## src/rtl/pc_fetch_ctrl.sv

```systemverilog
// rtl/pc_fetch_ctrl.sv - BIP-2 program counter and instruction-fetch sequencer (optional PC_OVF_TRAP_EN)
// Sequence: IDLE -> FETCH (ROM req/ack) -> ISSUE (decoder valid/ready) -> FETCH ...

module pc_fetch_ctrl #(
    parameter int MSB_ROM  = 11,
    parameter int LSB      = 0,
    parameter int INSTR_W  = 16,
    parameter int RESET_PC = 0
) (
    input  logic                   clk_i,
    input  logic                   rst_i,
    input  logic [MSB_ROM-1:LSB]   pc_next_i,
    input  logic                   stall_i,
    output logic [MSB_ROM-1:LSB]   pc_o,
    output logic [MSB_ROM-1:LSB]   rom_addr_o,
    output logic                   rom_req_o,
    input  logic                   rom_ack_i,
    input  logic [INSTR_W-1:0]     rom_data_i,
    output logic [INSTR_W-1:0]     instr_o,
    output logic                   instr_valid_o,
    input  logic                   instr_ready_i,
    output logic                   trap_o
);

    localparam int PC_W = MSB_ROM - LSB;

`ifdef PC_OVF_TRAP_EN
    typedef enum logic [1:0] {S_IDLE, S_FETCH, S_ISSUE, S_HALT} state_t;
`else
    typedef enum logic [1:0] {S_IDLE, S_FETCH, S_ISSUE} state_t;
`endif

    state_t              state;
    logic [MSB_ROM-1:LSB] pc_q;
    logic                accept;
    logic                wrap;

    assign pc_o       = pc_q;
    assign rom_addr_o = pc_q;

    // The decoder takes the instruction only when the pipeline is not stalled.
    assign accept = (state == S_ISSUE) && instr_ready_i && !stall_i;
    assign wrap   = (&pc_q) && (pc_next_i == '0);

`ifdef PC_OVF_TRAP_EN
    logic trap_q;
    assign trap_o = trap_q;
`else
    assign trap_o = 1'b0;
`endif

    always_ff @(posedge clk_i) begin
        if (rst_i) begin
            state         <= S_IDLE;
            pc_q          <= PC_W'(RESET_PC);
            rom_req_o     <= 1'b0;
            instr_valid_o <= 1'b0;
            instr_o       <= '0;
`ifdef PC_OVF_TRAP_EN
            trap_q        <= 1'b0;
`endif
        end else begin
            case (state)
                S_IDLE: begin
                    state     <= S_FETCH;
                    rom_req_o <= 1'b1;
                end
                S_FETCH: begin
                    if (rom_ack_i) begin
                        instr_o       <= rom_data_i;
                        instr_valid_o <= 1'b1;
                        rom_req_o     <= 1'b0;
                        state         <= S_ISSUE;
                    end
                end
                S_ISSUE: begin
                    if (accept) begin
                        instr_valid_o <= 1'b0;
`ifdef PC_OVF_TRAP_EN
                        if (wrap) begin
                            trap_q <= 1'b1;
                            state  <= S_HALT;
                        end else begin
                            pc_q      <= pc_next_i;
                            rom_req_o <= 1'b1;
                            state     <= S_FETCH;
                        end
`else
                        // A wrap simply loads zero and keeps fetching.
                        pc_q      <= pc_next_i;
                        rom_req_o <= 1'b1;
                        state     <= S_FETCH;
`endif
                    end
                end
`ifdef PC_OVF_TRAP_EN
                S_HALT: begin
                    rom_req_o     <= 1'b0;
                    instr_valid_o <= 1'b0;
                end
`endif
                default: begin
                    state         <= S_IDLE;
                    rom_req_o     <= 1'b0;
                    instr_valid_o <= 1'b0;
                end
            endcase
        end
    end

    logic unused_wrap;
    assign unused_wrap = wrap;

endmodule

```

## config.mk

```make
export PLATFORM = sky130hd
export DESIGN_NAME = pc_fetch_ctrl
export DESIGN_NICKNAME = d
export VERILOG_FILES = /design/src/rtl/pc_fetch_ctrl.sv
export SDC_FILE = /design/constraint.sdc
export NUM_CORES = 1
export LEC_CHECK = 0
export CAP_MARGIN = 25
export CORE_ASPECT_RATIO = 0.7
export CORE_UTILIZATION = 38
export CTS_BUF_LIST = sky130_fd_sc_hd__clkbuf_4 sky130_fd_sc_hd__clkbuf_8
export CTS_CLUSTER_SIZE = 12
export DETAILED_ROUTE_END_ITERATION = 6
export PLACE_DENSITY = 0.9
export SLEW_MARGIN = 25
export SYNTH_ARGS = -nofsm -noshare
export SYNTH_HDL_FRONTEND = slang
export SYNTH_SLANG_ARGS = --single-unit
```

## constraint.sdc

```tcl
create_clock -name clk_i -period 1.2 [get_ports clk_i]
set_input_delay 0.3 -clock clk_i [delete_from_list [all_inputs] [get_ports clk_i]]
set_output_delay 0.3 -clock clk_i [all_outputs]
set_load 0.005 [all_outputs]
```

== Word level (Yosys, flattened, before mapping) ==
Index checks and enable logic that the tools add are counted.
Cells by class
  reduce and logical (&&, ||, !) cells: 8
  bitwise gates (word level): 1
  equality and inequality tests: 4
  multiplexer cells: 9
Operators by type and width (count)
  one-hot mux 1 bit (3 select lines): 2
  one-hot mux 2 bit (3 select lines): 1
  AND reduction 2 bit: 3
  2-to-1 mux 1 bit: 4
  2-to-1 mux 2 bit: 2
  inequality test 2 bit, second input constant: 2
  AND reduction 3 bit: 1
  == test 2 x 1 -> 1 bit, second input constant: 1
  == test 2 bit, second input constant: 1
  logical AND 1 bit: 2
  logical NOT 2 bit: 1
  logical NOT 1 bit: 1
  inverter 1 bit: 1
Storage, ports and cells
  logic and storage cells: 27
  bits in registers: 31
  input port bits: 32

== Logic depth before layout (Yosys ltp) ==
  word-level depth: 5
  mapped depth: 6
  depth with buffers taken out: 3

== Least setup slack after synthesis ==
Ideal clock, no wire load.
  path kind: register to register
  from: reg state[0]
  to: reg instr_o[10]
  stages on the path, launching flop included: 7
  buffers on the path: 3
  arrival time: 978 ps
  clock period less this slack: 1111 ps
  data required time: 1068 ps
  path slack: 89 ps
  cells stage by stage: dfxtp_1 buf_4 and3b_1 clkbuf_2 buf_6 nand2_1 a21oi_1
On the way
  cells in the longest elaborated chain, start to end: 2
Ends and longest elaborated chain
  start: declaration: RTL line 33  | state_t state;
  start signal: assignment: RTL line 54  | state <= S_IDLE;
  start signal: assignment: RTL line 65  | state <= S_FETCH;
  start signal: assignment: RTL line 73  | state <= S_ISSUE;
  == test 2 x 1 -> 1 bit: RTL line 63  | case (state)
  AND reduction 2 bit (no source line)
  end signal: assignment: RTL line 70  | instr_o <= rom_data_i;
  end: declaration: RTL line 19  | output logic [INSTR_W-1:0] instr_o,
No other way between the ends.
A chain may end at the register's enable or synchronous reset.

== Worst setup path after layout ==
  from: reg pc_q (netlist bit pc_o[6])
  to: out pc_o[6] in the netlist's numbering
RTL lines
  start: declaration: RTL line 34  | logic [MSB_ROM-1:LSB] pc_q;
  start signal: assignment: RTL line 55  | pc_q <= PC_W'(RESET_PC);
  start signal: assignment: RTL line 90  | pc_q <= pc_next_i;
  end: declaration: RTL line 14  | output logic [MSB_ROM-1:LSB] pc_o,
No word-level cell between the ends.

==> reports/metrics.json <==
{
  "outcome": "completed",
  "synth.yosys.seq_area_share_pct": 50.47,
  "slowest_stage": "dfxtp_2",
  "total_via_count_in_the_routed_design": 1198,
  "number_of_global_route_vias_before_repair": 1180,
  "overall_track_demand_over_capacity_in_global_routing_pct": 20.50,
  "timing.critical_path.slowest_cell_delay_ps": 330,
  "hold_viol": 0,
  "power.density_cell_area_mw_per_mm2": 1088,
  "p_seq_share_pct": 49.1,
  "core_area_mm2": 0.002883,
  "path_class": "register to output pin",
  "dieArea_mm2": 0.003362,
  "multi_input_comb_area_um2": 475.5,
  "area.sequential_um2": 615.6,
  "grt_start_max_net_pins": 31,
  "flow.area_growth_from_synthesis_pct": 66.88,
  "firstDrtPassIters": 4,
  "clk_path_buf_depth": 2,
  "clockRootBuffer": "clkbuf_8",
  "layout.cells.most_common_list": "nand2_1 (54), dlygate4sd2_1 (37), clkdlybuf4s50_1 (28)",
  "switchingPower_w": 0.0004793,
  "wl_met1_um": 1258,
  "portBuffers": 71,
  "syn_avg_cell_area_um2": 8.094,
  "power_report.internal_total_w": 0.001680,
  "critical-path-top-delay-family": "flip-flops",
  "netlist_area_mm2": 0.001190,
  "postRouteWirelength_um": 3230,
  "critical_path_peak_fanout": 3,
  "antenna_violations_before_repair": 0,
  "die_x_extent_um": 68.88,
  "final_design_area_no_fill_mm2": 0.001986,
  "detailroute.wirelength.met2_um": 1669,
  "gp_routability_congestion": 0.6930,
  "worstSetupEndpointType": "output pin",
  "grt-ovfl-total": 0,
  "max-cap-violations": 0,
  "start_util_pct": 41.28,
  "mostFrequentLayoutCell": "nand2_1",
  "h_tree_depth": 2,
  "highest_layer": "met4",
  "ant_nets": 0,
  "num-nets-final": 246,
  "fin_skew_ps": 2.035,
  "final.fill_count": 256,
  "worstPathRequired_ps": 900,
  "share_clk_of_total_power_pct": 35.9,
  "drt_drc_violations_left": 0,
  "global_route_wire_length_before_repair_um": 5126,
  "yosys_warnings": 0,
  "crit_path_cell_trace": "dlygate4sd2_1",
  "power.ir.vdd_worst_v": 0.0005716,
  "post_synth_inst_count": 147,
  "critPathBufInv": 1,
  "postPlaceCellArea_mm2": 0.001888,
  "worstSetupStartpointType": "register",
  "period_minus_slack_ps": 1162,
  "post-dp-hpwl_um": 2251,
  "count_of_state_elements_after_synthesis": 30,
  "min_period_over_period_pct": 96.85,
  "worst-endpoint-arrival_ps": 860,
  "worst_setup_hold_path_clk_slew_ps": 60,
  "synth_fp_nets": 179,
  "leakagePower_nw": 0.9198,
  "switching_share_pct": 22.20,
  "tritoncts": "done",
  "cts_inserted_buffers": 5,
  "final_max_slew_viol_count": 0,
  "worst_hold_path_type": "register to register",
  "rsz0062_at_grt": "no",
  "synth_cell_types": 19,
  "vert_die_dim_um": 48.82,
  "cts.sink_count": 30,
  "post_route_cells_drive_above_1_share_pct": 15.96,
  "viasPerCell": 4.811,
  "wl_met3_um": 249,
  "setup_violations": 0,
  "final.hold.worst_slack_ps": 450.0,
  "initialDrtViolationCount": 53,
  "clk_latency_ps": 270,
  "post_drt_wl_per_cell_um": 12.97,
  "maximum_clock_frequency_mhz": 860.4,
  "core.rowCount": 16,
  "design.portCount": 73,
  "insertedDiodeCount": 0,
  "comb_power_share_pct": 15.0
}
-- layer usage --
layer  vias up  track usage [%]
met5         -                0
met4         0            8.163
met3         6            7.477
met2        50            36.57
met1       546            21.11
li1        596                -
-- cell usage after synthesis --
library cell | n | area, um^2
conb_1 | 1 | 3.750
a2bb2oi_1 | 1 | 8.760
nand4bb_1 | 1 | 11.26
nand3b_2 | 1 | 11.26
nand2_1 | 54 | 202.7
nand2b_1 | 1 | 6.260
o21ba_2 | 1 | 10.01
nor2_1 | 2 | 7.510
buf_4 | 14 | 105.1
a21oi_1 | 30 | 150.1
buf_2 | 2 | 10.01
buf_6 | 1 | 11.26
and4bb_2 | 1 | 12.51
nor2b_1 | 1 | 6.260
clkbuf_2 | 1 | 5.000
and3b_1 | 1 | 8.760
nand3b_1 | 1 | 7.510
dfxtp_1 | 30 | 600.6
clkbuf_1 | 3 | 11.26
-- tightest hold or removal path, delay by kind of cell (launching register included) --
kind,cells,cell delay [ps]
and+or+nand+nor,1,50
AOI/OAI and AO/OA,1,50
DFF,1,300
-- state kept, by name (all words and copies together) (netlist names) --
signal	cells
instr_o	16
pc_o	11
state	2
instr_valid_o	1
-- per-stage QoR --
step                worst slack, ps  TNS (ps)  util [%]  cells  total power (W)
floorplan                     89.45         0         -    147         0.001202
global placement             -255.3     -6626     65.49    241         0.001415
detailed placement           -307.2     -7457     65.49    241         0.001422
CTS                          -27.69    -27.69     68.10    249         0.002173
global route                  4.305         0     68.88    249         0.002257
finish                        37.76         0     68.88    249         0.002160
-- layout make-up --
| cell class | instances | share of cell area [%] |
|---|---|---|
| well taps | 36 | 2.268 |
| flip-flops and latches | 30 | 31.00 |
| repair buffers | 80 | 38.63 |
| clock buffers | 6 | 4.159 |
| multi-input cells | 97 | 23.94 |
-- worst paths after layout --
path / start / end / slack [ps] / cells after the start
worst max register to register: state[1] / instr_o[13] / 60 / 4
worst min-delay path: instr_o[4] / instr_o[4] / 450 / 2
worst max-delay path: pc_o[6] / pc_o[6] / 40 / 1
worst min register to register: instr_o[4] / instr_o[4] / 450 / 2
-- power by group through the flow --
stage	Clock, W	Combinational [W]	Sequential (W)
global placement	0	0.000336	0.00108
global route	0.000840	0.000352	0.00106
detailed placement	0	0.000340	0.00108
floorplan	0	0.000120	0.00108
CTS	0.000791	0.000321	0.00106
finish	0.000775	0.000323	0.00106
-- what timing repair did --
item                                   4_1_cts  5_1_grt
pin swaps                                    1        3
setup endpoints to repair                   44       26
gates resized for setup                     54       11
endpoints found under the hold margin        0        0
buffers inserted                             1        0
hold buffers                                 0        0
gates cloned                                 1        0
-- logic make-up after synthesis --
logic type             Yosys count  share of synthesized area, %
AOI/OAI and AO/OA               32                         14.20
buffers and inverters           21                         11.99
DFF                             30                         50.47
other                            1                        0.3152
and+or+nand+nor                 63                         23.03
(Power assumes the default switching activity.)
